### src/rtl/time_display_driver.sv
// time_display_driver: filters the binary hours/minutes from the time-of-day
// counter until they are stable and in range, converts them to BCD with a
// sequential double-dabble engine and commits all four 7-segment digits on
// one edge.
// Optional build macro: LEADING_ZERO_BLANK_EN blanks hex3 when the hours
// tens digit is 0.
module time_display_driver #(
  parameter int STABLE_CYCLES = 2
) (
  input  logic       clk_50MHz,
  input  logic       reset,
  input  logic [5:0] minutes,
  input  logic [5:0] hours,
  output logic [6:0] hex0,
  output logic [6:0] hex1,
  output logic [6:0] hex2,
  output logic [6:0] hex3,
  output logic       busy,
  output logic       range_err
);

  localparam logic [3:0] SC        = 4'(STABLE_CYCLES);
  localparam logic [6:0] SEG_ZERO  = 7'b1000000;
  localparam logic [6:0] SEG_BLANK = 7'b1111111;
`ifdef LEADING_ZERO_BLANK_EN
  localparam logic [6:0] HEX3_RST  = SEG_BLANK;
`else
  localparam logic [6:0] HEX3_RST  = SEG_ZERO;
`endif

  typedef enum logic [1:0] {IDLE, LOAD, SHIFT, COMMIT} state_t;

  state_t      state, state_nxt;
  logic [11:0] cur;          // {hours, minutes} as presented this cycle
  logic [11:0] sample;
  logic [11:0] committed;
  logic [11:0] target;       // value being converted, becomes committed
  logic [3:0]  stable_cnt;
  logic        err_seen;     // current bad value already reported
  logic        range_err_nxt;
  logic [5:0]  work_h, work_m;
  logic [7:0]  bcd_h, bcd_m;
  logic [7:0]  adj_h, adj_m;
  logic [2:0]  shift_cnt;
  logic        stable_new, in_range, shifting, start;

  // active-low gfedcba; anything above 9 is blanked
  function automatic logic [6:0] seg7(input logic [3:0] d);
    case (d)
      4'd0:    seg7 = 7'b1000000;
      4'd1:    seg7 = 7'b1111001;
      4'd2:    seg7 = 7'b0100100;
      4'd3:    seg7 = 7'b0110000;
      4'd4:    seg7 = 7'b0011001;
      4'd5:    seg7 = 7'b0010010;
      4'd6:    seg7 = 7'b0000010;
      4'd7:    seg7 = 7'b1111000;
      4'd8:    seg7 = 7'b0000000;
      4'd9:    seg7 = 7'b0010000;
      default: seg7 = SEG_BLANK;
    endcase
  endfunction

  // double-dabble correction: +3 on every nibble that is 5 or more
  function automatic logic [7:0] add3(input logic [7:0] b);
    add3[7:4] = (b[7:4] >= 4'd5) ? b[7:4] + 4'd3 : b[7:4];
    add3[3:0] = (b[3:0] >= 4'd5) ? b[3:0] + 4'd3 : b[3:0];
  endfunction

  assign cur        = {hours, minutes};
  assign stable_new = (stable_cnt == SC) && (sample != committed);
  assign in_range   = (sample[11:6] <= 6'd23) && (sample[5:0] <= 6'd59);
  assign adj_h      = add3(bcd_h);
  assign adj_m      = add3(bcd_m);
  assign busy       = (state != IDLE);
  // The datapath is primed on the edge that enters LOAD, so LOAD itself
  // performs the first of the six shift steps and SHIFT the remaining five.
  assign start      = (state == IDLE) && (state_nxt == LOAD);
  assign shifting   = (state == LOAD) || (state == SHIFT);

  // stability filter: runs in every state, independent of the FSM
  always_ff @(posedge clk_50MHz or posedge reset) begin
    if (reset) begin
      sample     <= '0;
      stable_cnt <= SC;
    end else begin
      sample <= cur;
      if (cur != sample)
        stable_cnt <= 4'd1;
      else if (stable_cnt < SC)
        stable_cnt <= stable_cnt + 4'd1;
    end
  end

  // FSM state register
  always_ff @(posedge clk_50MHz or posedge reset) begin
    if (reset) state <= IDLE;
    else       state <= state_nxt;
  end

  // next state and the range-error decision
  always_comb begin
    state_nxt     = state;
    range_err_nxt = 1'b0;
    case (state)
      IDLE: begin
        if (stable_new) begin
          if (in_range)       state_nxt     = LOAD;
          else if (!err_seen) range_err_nxt = 1'b1;
        end
      end
      LOAD:    state_nxt = SHIFT;
      SHIFT:   if (shift_cnt == 3'd1) state_nxt = COMMIT;
      COMMIT:  state_nxt = IDLE;
      default: state_nxt = IDLE;
    endcase
  end

  // range error pulse; a bad value is reported once until the input changes
  always_ff @(posedge clk_50MHz or posedge reset) begin
    if (reset) begin
      range_err <= 1'b0;
      err_seen  <= 1'b0;
    end else begin
      range_err <= range_err_nxt;
      if (cur != sample)      err_seen <= 1'b0;
      else if (range_err_nxt) err_seen <= 1'b1;
    end
  end

  // conversion datapath: hours and minutes shifted in parallel
  always_ff @(posedge clk_50MHz or posedge reset) begin
    if (reset) begin
      target    <= '0;
      work_h    <= '0;
      work_m    <= '0;
      bcd_h     <= '0;
      bcd_m     <= '0;
      shift_cnt <= '0;
    end else if (start) begin
      target    <= sample;
      work_h    <= sample[11:6];
      work_m    <= sample[5:0];
      bcd_h     <= '0;
      bcd_m     <= '0;
      shift_cnt <= 3'd6;
    end else if (shifting) begin
      bcd_h     <= {adj_h[6:0], work_h[5]};
      bcd_m     <= {adj_m[6:0], work_m[5]};
      work_h    <= {work_h[4:0], 1'b0};
      work_m    <= {work_m[4:0], 1'b0};
      shift_cnt <= shift_cnt - 3'd1;
    end
  end

  // atomic commit of all four digits
  always_ff @(posedge clk_50MHz or posedge reset) begin
    if (reset) begin
      hex0      <= SEG_ZERO;
      hex1      <= SEG_ZERO;
      hex2      <= SEG_ZERO;
      hex3      <= HEX3_RST;
      committed <= '0;
    end else if (state == COMMIT) begin
      hex0      <= seg7(bcd_m[3:0]);
      hex1      <= seg7(bcd_m[7:4]);
      hex2      <= seg7(bcd_h[3:0]);
`ifdef LEADING_ZERO_BLANK_EN
      hex3      <= (bcd_h[7:4] == 4'd0) ? SEG_BLANK : seg7(bcd_h[7:4]);
`else
      hex3      <= seg7(bcd_h[7:4]);
`endif
      committed <= target;
    end
  end

endmodule

### config.mk
export PLATFORM = sky130hd
export DESIGN_NAME = time_display_driver
export DESIGN_NICKNAME = d
export VERILOG_FILES = /design/src/rtl/time_display_driver.sv
export SDC_FILE = /design/constraint.sdc
export NUM_CORES = 1
export LEC_CHECK = 0
export CAP_MARGIN = 30
export CORE_AREA = 2 2 126 128
export CTS_CLUSTER_SIZE = 24
export DETAILED_ROUTE_END_ITERATION = 16
export DIE_AREA = 0 0 128 130
export PLACE_DENSITY = 0.58
export SLEW_MARGIN = 15
export SYNTH_ARGS = -nofsm -noshare
export SYNTH_HDL_FRONTEND = slang
export SYNTH_SLANG_ARGS = --single-unit
### constraint.sdc
create_clock -name clk_50MHz -period 3.5 [get_ports clk_50MHz]
set_clock_uncertainty 0.15 [all_clocks]
set_input_delay 0.875 -clock clk_50MHz [delete_from_list [all_inputs] [get_ports clk_50MHz]]
set_output_delay 0.875 -clock clk_50MHz [all_outputs]
set_load 0.02 [all_outputs]
==> summary.md, run 1 <==
| Metric | Value |
|---|---|
| Outcome | `finished clean` |
| Post-DP HPWL | `between 6000 and 7000 µm` |
| CP max-delay cell | `clkdlybuf4s50_1` |
| Pwr/cell area | `377 nW/µm²` |
| Final instance area | `just over 6000 µm²` |
| CP Class | `reg2out` |
| Commonest non-fill, non-tap cell in the layout | `dfrtp_1` |
| Met1 Usage GRT | `17.1%` |
| Worst vdd ir | `roughly 0.26 mV` |
| Core Box Area | `between 15000 and 20000 µm²` |
| Relative slew slack | `55.4%` |
| Post-synthesis async set-or-reset flop share | `100%` |
| Top Usage Layer GRT | `met2` |
| Met3 GRT Util | `3.73%` |
| Chip Height | `130 µm` |
| Vias in the first global route | `about 3600` |
| Routed Antenna Nets | `0` |
| Post-Syn Instances | `around 480` |
| Final setup viols | `0` |
| DR pass1 iterations | `4` |
| Area delta synth->final | `17.1%` |
| Post-layout minimum cycle time | `approximately 2800 ps` |
| Cts hold-fix bufs | `0` |
| Largest net degree at the start of global routing | `104` |
| Die ar. | `~17000 µm²` |
| Clock transition at path regs | `roughly 70 ps` |
| WP data required | `about 2500 ps` |
| Mean post-synth cell area | `approximately 11 µm²` |
| Leakage | `about 0.0026 µW` |
| Most used cell, CP | `inv_1` |
| Initial antenna violation count | `0` |
| H-Tree Level Count | `3` |
| Yosys cell types | `45` |
| Post-DP Area | `between 5000 and 6000 µm²` |
| Number of diodes | `0` |
| Worst path max stage delay | `around 620 ps` |
| Initial core utilization | `between 30 and 40%` |
| Fin crit share | `approximately four fifths` |
| Worst path cell trace | `inv_1 > ha_1 > inv_1 > clkdlybuf4s50_1` |
| Utilization after layout | `40.0%` |
| EDFF count, synth | `0` |
| Row cnt | `46` |
| Max Freq | `~360 MHz` |
| Setup TNS | `0 ps` |
| Clock buffer depth | `2` |
| WL/cell | `about 14 µm` |
| Aggregate global-route resource usage | `13.3%` |
| Max-cap violation count | `0` |
| PortBufs | `between 40 and 50` |
| # fillers | `1516` |
| Number of DRC markers in iteration 0 | `190` |
| Synthesized cell area | `roughly 5300 µm²` |
| Mapped Nets | `between 500 and 600` |
| RSZ-0062 raised after global routing | `no` |
| I/O pin total | `44` |
| Total grt overflow | `0` |
| Worst path arrival time | `1790 ps` |
| Clock Tree Root | `clkbuf_16` |
| Critical path endpoint category | `output port` |
| CP max FO | `4` |
| Synth warnings | `0` |
| Crit start category | `flip-flop` |
| Cts repair resizes | `0` |
| NumNets Final | `556` |
| Sink Count | `around 100` |
| Chip Width | `approximately 130 µm` |
| Worst skew pair latency | `350 ps` |
| Vias after detailed routing | `roughly 3600` |
| Ys flop type | `dfrtp_1` |
| First-pass GRT wire length | `17700 µm` |
| Final hold violation count | `0` |
| Fraction of layout cells with a size suffix above 1 | `14.4%` |
| Post-CTS Setup Bufs | `0` |
| # DRC | `0` |
| Total power | `around 2300 µW` |
| CTS tree | `yes` |
| Sequential-to-total area share from yosys stat | `between 40% and 50%` |
| Measured slew at the worst slew-check pin | `around 670 ps` |
| #FFs+latches synth | `approximately 100` |
| GPL Wtd Cong | `about 0.80` |
| HP Class | `reg2reg` |
| Most frequent cells in the layout | `98 x dfrtp_1, 46 x inv_1, 43 x clkdlybuf4s50_1` |
| Total CTS buffers | `9` |
| Drt via density | `5.02` |
| Routed WL | `slightly above 10000 µm` |
| Hold Slack | `about 280 ps` |
| Global Route met2 Usage | `between 20% and 30%` |
| Final Max Slew Viols | `0` |
## flip-flops by register name (all words and copies together) (netlist names)
| register | count |
|---|---|
| hex2 | 7 |
| hex3 | 7 |
| hex0 | 7 |
| bcd_h | 8 |
| stable_cnt | 4 |
| committed | 12 |
| bcd_m | 8 |
| work_h | 6 |
| state | 2 |
| shift_cnt | 3 |
| work_m | 6 |
| range_err | 1 |
| target | 12 |
| hex1 | 7 |
| err_seen | 1 |
| sample | 12 |
## where the power goes
group | leakage (µW) | switching [µW] | total (µW) | internal [µW]
Sequential | 0.00139 | 14.5 | 1210 | 1200
Combinational | 0.00111 | 37.0 | 64.2 | 27.2
Clock | 0.000151 | 428 | 1050 | 625
## final timing paths
path / cells after the start / startpoint / slack (ps) / end
hold / removal: 1 / err_seen$_DFFE_PP0P_ / 280 / range_err$_DFF_PP0_
setup reg to reg: 8 / state[0]$_DFF_PP0_ / 940 / target[10]$_DFFE_PP0P_
setup / recovery: 4 / state[0]$_DFF_PP0_ / 680 / busy
max in group asynchronous: 3 / reset / 1890 / hex0[6]$_DFFE_PP1N_
hold reg to reg: 1 / err_seen$_DFFE_PP0P_ / 280 / range_err$_DFF_PP0_
min in group asynchronous: 3 / reset / 840 / hex2[5]$_DFFE_PP0N_
## worst max-delay path, delay by kind of cell, from the launching register on
kind                       cells  cell delay [ps]
buffers and inverters          3              830
DFF                            1              380
adders and majority gates      1              240
## kinds of logic (layout without fill, tap and decap cells)
kind of cell / count (synthesis) / count (layout) / synth area share (%)
buffers and inverters: 74 / 110 / 5.68
DFF: 103 / 103 / 49.0
AOI/OAI and AO/OA: 120 / 120 / 15.9
muxes: 38 / 38 / 8.79
xor gates and xnor gates: 31 / 31 / 5.15
and+or+nand+nor: 91 / 91 / 9.05
adders and majority gates: 27 / 27 / 6.41
## cells in the mapped netlist (2+ instances only)
cell type,instances,share of area (%)
a211oi_1,2,0.28
a21o_1,2,0.28
a21oi_1,32,3.0
a221o_1,10,1.9
a22o_1,4,0.66
a31o_2,3,0.50
and3_1,2,0.24
and4_1,10,1.7
buf_2,2,0.19
buf_6,2,0.43
clkbuf_1,22,1.6
dfrtp_1,98,47
dfstp_2,5,2.5
ha_1,27,6.4
inv_1,47,3.3
mux2_2,26,5.6
mux2_4,10,2.8
mux2i_1,2,0.38
nand2_1,22,1.6
nand2b_1,8,0.95
nand3_1,8,0.76
nand3b_1,2,0.28
nand4_1,6,0.71
nor2_1,24,1.7
nor4_1,3,0.36
o211ai_1,6,0.85
o21ai_0,32,3.0
o221ai_1,7,1.2
o22ai_1,3,0.36
o311ai_0,3,0.50
o31a_1,2,0.33
o31ai_2,8,1.9
or3_1,3,0.36
xnor2_1,19,3.2
xor2_1,12,2.0
## area by class of cell
type | instances | area [µm²] | area share, %
Clock buffer | 12 | 236 | 3.83
Clock inverter | 4 | 70.1 | 1.14
Tap cell | 192 | 240 | 3.89
Multi-Input combinational cell | 307 | 2390 | 38.7
Sequential cell | 103 | 2580 | 41.9
Inverter | 47 | 180 | 2.92
Timing Repair Buffer | 47 | 473 | 7.66
## per-layer routing
layer	vias up	share of wire, %
li1	1767	-
met4	0	1.2
met3	20	3.6
met5	-	0
met1	1735	47
met2	53	48
## stage by stage
stage | std cells | setup WS [ps]
after floorplan | 484 | 1250
after global routing | 712 | 560
after CTS | 712 | 655
final | 712 | 684
after global placement | 696 | 746
after detailed placement | 696 | 722
(Power assumes the default switching activity.)
==> run 2, diff against run 1 <==
--- a/config.mk
+++ b/config.mk
@@ -10,7 +10,7 @@
 export CTS_CLUSTER_SIZE = 24
 export DETAILED_ROUTE_END_ITERATION = 16
 export DIE_AREA = 0 0 128 130
-export PLACE_DENSITY = 0.58
+export PLACE_DENSITY = 0.56
 export SLEW_MARGIN = 15
 export SYNTH_ARGS = -nofsm -noshare
 export SYNTH_HDL_FRONTEND = slang
==> constraint.sdc (replaced) <==
create_clock -name clk_50MHz -period 2.6 [get_ports clk_50MHz]
set_clock_uncertainty 0.15 [all_clocks]
set_input_delay 0.65 -clock clk_50MHz [delete_from_list [all_inputs] [get_ports clk_50MHz]]
set_output_delay 0.65 -clock clk_50MHz [all_outputs]
set_load 0.02 [all_outputs]
==> run 2 against run 1 <==
  * Power increased by 31%
  * Critical endpoint is now target[11]$_DFFE_PP0P_
  * Sequential power increased by 35%
  * Largest cell class unchanged
  * Combinational power increased by 65%
==> summary.md, run 2 (synthesis results as in run 1) <==
| Metric | Value |
|---|---|
| Final WS setup | `about 230 ps` |
| CP Class | `reg2reg` |
| Relative slew slack | `around 63%` |
| NumNets Final | `approximately 570` |
| Post-layout minimum cycle time | `~2400 ps` |
| Core Box Area | `~15000 µm²` |
| Switching Share | `between 20% and 30%` |
| Row cnt | `46` |
| Clock buffer depth | `2` |
| PortBufs | `43` |
| WP data required | `around 2700 ps` |
| Chip Width | `around 130 µm` |
| HP Class | `reg2reg` |
| Die ar. | `between 15000 and 20000 µm²` |
| Post-DP HPWL | `~7800 µm` |
| Setup TNS | `0 ps` |
| Initial antenna violation count | `0` |
| Worst path arrival time | `around 2500 ps` |
| RSZ-0062 raised after global routing | `no` |
| Number of diodes | `0` |
| CP max FO | `9` |
| CTS tree | `yes` |
| Area delta synth->final | `19.3%` |
| Number of DRC markers in iteration 0 | `about 210` |
| # DRC | `0` |
| Final setup viols | `0` |
| Pwr/cell area | `a little under 500 nW/µm²` |
| Total CTS buffers | `9` |
| Clock Tree Root | `clkbuf_16` |
| WL/cell | `~15 µm` |
| Vias after detailed routing | `~3700` |
| Fraction of layout cells with a size suffix above 1 | `between 15 and 20%` |
| First-pass GRT wire length | `18600 µm` |
| Net Sw Power | `between 700 and 800 µW` |
| Final hold violation count | `0` |
| Aggregate global-route resource usage | `14.1%` |
| Post-DP Area | `approximately 6000 µm²` |
| Crit start category | `flip-flop` |
| Initial core utilization | `approximately a third` |
| GPL Wtd Cong | `0.814` |
| Sequential share of power | `roughly 54%` |
| Outcome | `finished clean` |
| Max Freq | `~420 MHz` |
| Most frequent cells in the layout | `98 x dfrtp_1, 46 x inv_1, 42 x clkdlybuf4s50_1` |
| Clock transition at path regs | `~70 ps` |
| Drt via density | `around 5.0` |
| Total power | `just over 3000 µW` |
| Leakage | `between 0.002 and 0.003 µW` |
| Largest net degree at the start of global routing | `44` |
| Gate power share | `between 3 and 4%` |
| Sink Count | `103` |
| Vias in the first global route | `about 3700` |
| Worst skew pair latency | `roughly 350 ps` |
| Routed Antenna Nets | `0` |
| Final instance area | `6290 µm²` |
| Worst vdd ir | `0.305 mV` |
| Chip Height | `between 100 and 150 µm` |
| Post-CTS Setup Bufs | `0` |
| DR pass1 iterations | `4` |
| Top Registers | `committed x12, sample x12, target x12` |
| Total grt overflow | `0` |
| Max-cap violation count | `0` |
| H-Tree Level Count | `3` |
| Dpl ws | `236 ps` |
| Int Pwr | `between 2000 and 2500 µW` |
| Critical path endpoint category | `flip-flop` |
| Final Max Slew Viols | `0` |
| Fin crit share | `91.2%` |
| I/O pin total | `44` |
| Commonest non-fill, non-tap cell in the layout | `dfrtp_1` |
| Clock network power share | `a little over two fifths` |
| Measured slew at the worst slew-check pin | `550 ps` |
| Routed WL | `about 11000 µm` |
| Utilization after layout | `between 40% and 50%` |
[run 2: cell types whose count changed in the layout (fill, tap and decap cells not counted), moves of 2 or more]
cell       change
buf_12         +2
buf_4         +13
bufinv_16      -2
clkbuf_1       -3
clkinv_4       +3
[run 2: final timing paths]
check	slack, ps	startpoint	end	cells after the start
worst max-delay path	230	state[0]$_DFF_PP0_	target[11]$_DFFE_PP0P_	8
worst min register to register	280	err_seen$_DFFE_PP0P_	range_err$_DFF_PP0_	1
worst max register to register	230	state[0]$_DFF_PP0_	target[11]$_DFFE_PP0P_	8
min in group asynchronous	540	reset	hex2[2]$_DFFE_PP0N_	2
max in group asynchronous	1100	reset	hex3[6]$_DFFE_PP1N_	3
worst min-delay path	280	err_seen$_DFFE_PP0P_	range_err$_DFF_PP0_	1
[run 2: stage by stage]
step,instances,hold slack (ps)
3_3_place_gp,711,272
5_1_grt,727,300
4_1_cts,727,279
2_1_floorplan,484,253
6_report,727,278
3_5_place_dp,711,270
[run 2: power by group through the flow]
stage	clock network, µW	registers (µW)	logic (µW)
floorplan	0	1650	48.3
global placement	0	1660	108
detailed placement	0	1660	111
CTS	1350	1630	111
global route	1410	1630	121
finish	1310	1630	106
[run 2: timing repair]
action,CTS,global route
hold buffers,0,0
resized for setup,1,0
setup endpoints to repair,1,0
[run 2: layer usage]
metal / track usage [%] / up-vias / share of wire (%)
li1: - / 1800 / -
met1: 18.7 / 1791 / 48
met2: 23.4 / 60 / 48
met3: 2.46 / 11 / 2.7
met4: 5.17 / 0 / 1.3
met5: 0 / - / 0
[run 2: cell type report]
cell class	count	area [µm²]
Timing Repair Buffer	62	609
Fill cell	1490	9140
Clock buffer	10	239
Inverter	47	180
Clock inverter	6	45.0
Sequential cell	103	2580
Multi-Input combinational cell	307	2390
Tap cell	192	240
[run 2: worst max-delay path, cell delays in order, from the launching register on]
cell and delay, ps:
dfrtp_1 400, inv_1 120, ha_1 210, and4bb_2 250
and3_1 210, o31ai_4 140, a21oi_2 210, buf_4 220
mux2_2 350
==> run 3, diff against run 2 <==
--- a/config.mk
+++ b/config.mk
@@ -6,11 +6,12 @@
 export NUM_CORES = 1
 export LEC_CHECK = 0
 export CAP_MARGIN = 30
-export CORE_AREA = 2 2 126 128
+export CORE_AREA = 2 2 96 168
 export CTS_CLUSTER_SIZE = 24
 export DETAILED_ROUTE_END_ITERATION = 16
-export DIE_AREA = 0 0 128 130
-export PLACE_DENSITY = 0.56
+export DIE_AREA = 0 0 98 170
+export MAX_ROUTING_LAYER = met4
+export PLACE_DENSITY = 0.58
 export SLEW_MARGIN = 15
 export SYNTH_ARGS = -nofsm -noshare
 export SYNTH_HDL_FRONTEND = slang
==> constraint.sdc (replaced) <==
create_clock -name clk_50MHz -period 2.05 [get_ports clk_50MHz]
set_clock_uncertainty 0.15 [all_clocks]
set_input_delay 0.5125 -clock clk_50MHz [delete_from_list [all_inputs] [get_ports clk_50MHz]]
set_output_delay 0.5125 -clock clk_50MHz [all_outputs]
set_load 0.02 [all_outputs]
==> run 3 against run 2 <==
  * The flow now finishes with violations (negative setup slack)
  * Largest power group unchanged
  * Largest cell class unchanged
  * Cell area is 6.3% higher
  * Critical path depth shrank 1
  * Die area increased by 0.12%
  * Sequential power up 26%
  * Highest routed layer unchanged
  * Utilization up 3.1 points
  * Sequential share of layout area down 2.4 points
==> summary.md, run 3 (synthesis results as in run 1) <==
| Metric | Value |
|---|---|
| Core Box Area | `between 15000 and 20000 µm²` |
| PortBufs | `43` |
| Relative slew slack | `between 60 and 70%` |
| CP bufs+invs | `1` |
| WL/cell | `between 15 and 20 µm` |
| Worst Setup SP | `stable_cnt[1]$_DFFE_PP1P_` |
| Worst path cell trace | `ha_1 > and4bb_2 > and3_4 > o31ai_4 > a21oi_4 > buf_12 > mux2_4` |
| Worst path arrival time | `around 2300 ps` |
| Chip Height | `170 µm` |
| CP top delay family | `flip-flops` |
| Vias in the first global route | `3814` |
| DP Cell Count | `roughly 730` |
| Pwr/cell area | `587 nW/µm²` |
| Routed WL | `approximately 11000 µm` |
| CP max FO | `9` |
| HP Class | `reg2reg` |
| Worst path max stage delay | `around 530 ps` |
| Routed Antenna Nets | `0` |
| I/O pin total | `44` |
| # DRC | `0` |
| Measured slew at the worst slew-check pin | `about 460 ps` |
| Die ar. | `around 17000 µm²` |
| First-pass GRT wire length | `roughly 19000 µm` |
| Non-filler cells, final | `about 750` |
| Number of diodes | `0` |
| Final Max Slew Viols | `0` |
| Largest net degree at the start of global routing | `between 50 and 60` |
| Initial core utilization | `between 30 and 40%` |
| Area delta synth->final | `26.8%` |
| Fraction of layout cells with a size suffix above 1 | `between 20% and 30%` |
| CP max-delay cell | `dfstp_2` |
| Critical path endpoint category | `flip-flop` |
| Row cnt | `60` |
| Total grt overflow | `0` |
| Outcome | `complete, but fails checks` |
| Total CTS buffers | `9` |
| H-Tree Level Count | `3` |
| Vias after detailed routing | `approximately 3800` |
| NumNets Final | `~600` |
| Hold_sp | `err_seen$_DFFE_PP0P_` |
| Chip Width | `about 100 µm` |
| CP Class | `reg2reg` |
| Cts hold-fix bufs | `0` |
| Final setup viols | `28` |
| Commonest non-fill, non-tap cell in the layout | `dfrtp_1` |
| Fin crit share | `106%` |
| Final hold violation count | `0` |
| Drt via density | `about 5.0` |
| WP data required | `between 2000 and 2500 ps` |
| Failing checks | `negative setup slack` |
| Post-layout minimum cycle time | `2170 ps` |
| Worst vdd ir | `between 0.3 and 0.4 mV` |
| Worst skew pair latency | `between 300 and 400 ps` |
| Most frequent cells in the layout | `98 x dfrtp_1, 44 x inv_1, 37 x clkdlybuf4s50_1` |
| Aggregate global-route resource usage | `between 10% and 20%` |
| Worst reg2reg startpoint | `stable_cnt[1]$_DFFE_PP1P_` |
| Max-cap violation count | `0` |
| Clock buffer depth | `2` |
| GPL Wtd Cong | `between 0.8 and 0.9` |
| Final WS setup | `-117 ps` |
| RSZ-0062 raised after global routing | `yes` |
| Sink Count | `103` |
| Clock transition at path regs | `roughly 70 ps` |
| Crit start category | `flip-flop` |
| Leakage | `just under 0.003 µW` |
| Post-DP HPWL | `slightly above 8000 µm` |
| Initial antenna violation count | `0` |
| Top Registers | `committed x12, sample x12, target x12` |
| Max Freq | `roughly 460 MHz` |
| Number of DRC markers in iteration 0 | `approximately 140` |
| Total power | `3920 µW` |
| Clock Tree Root | `clkbuf_16` |
| CTS tree | `yes` |
| DR pass1 iterations | `4` |
## run 3: changes by cell type in the layout (fill, tap and decap cells not counted), sizes merged
cell           before  now
clkdlybuf4s50      42   37
inv                47   51
dlygate4sd2         1    4
dlymetal6s2s        0    1
buf                19   46
clkinv              5    2
## run 3: routing by layer
layer  share of wire, %  track usage [%]  wire, µm
met1                 40             16.0      4450
met2                 55             25.8      6210
met3                2.5             2.46       283
met4                2.9             5.98       323
met5                  0                -         0
## run 3: metrics by stage
stage	setup WS [ps]	area, µm²	setup TNS [ps]	util (%)	hold slack [ps]
6_report	-117	6680	-2050	43.8	278
3_3_place_gp	-104	6170	-1560	40.5	262
2_1_floorplan	-60.2	5280	-602	-	253
4_1_cts	-125	6570	-3080	43.1	284
5_1_grt	-184	6680	-5080	43.8	311
3_5_place_dp	-158	6170	-2370	40.5	274
## run 3: what timing repair did
item	CTS	global route
setup buffers	4	0
endpoints found under the setup margin	45	45
cloned	1	1
endpoints found under the hold margin	0	0
resized for setup	16	26
pin swaps	3	10
## run 3: path summary, 6_finish.rpt
path | end | slack, ps | cells after the start
hold reg to reg | range_err$_DFF_PP0_ | 280 | 1
min in group asynchronous | hex0[4]$_DFFE_PP0N_ | 460 | 3
setup reg to reg | target[6]$_DFFE_PP0P_ | -120 | 7
hold / removal | range_err$_DFF_PP0_ | 280 | 1
setup / recovery | target[6]$_DFFE_PP0P_ | -120 | 7
max in group asynchronous | stable_cnt[1]$_DFFE_PP1P_ | 970 | 3
## run 3: cell type report
type	instances	area [µm²]
well taps	186	233
clock inverters	7	71.3
multi-input cells	307	2520
inverters	47	180
repair buffers	89	862
flip-flops and latches	103	2580
fillers	1431	8560
clock buffers	9	225
## run 3: power by group
group / internal [µW] / total [µW] / leakage (µW) / switching (µW)
combinational: 73.1 / 158 / 0.00140 / 84.8
sequential: 2040 / 2060 / 0.00139 / 14.0
clock: 864 / 1710 / 0.000146 / 846
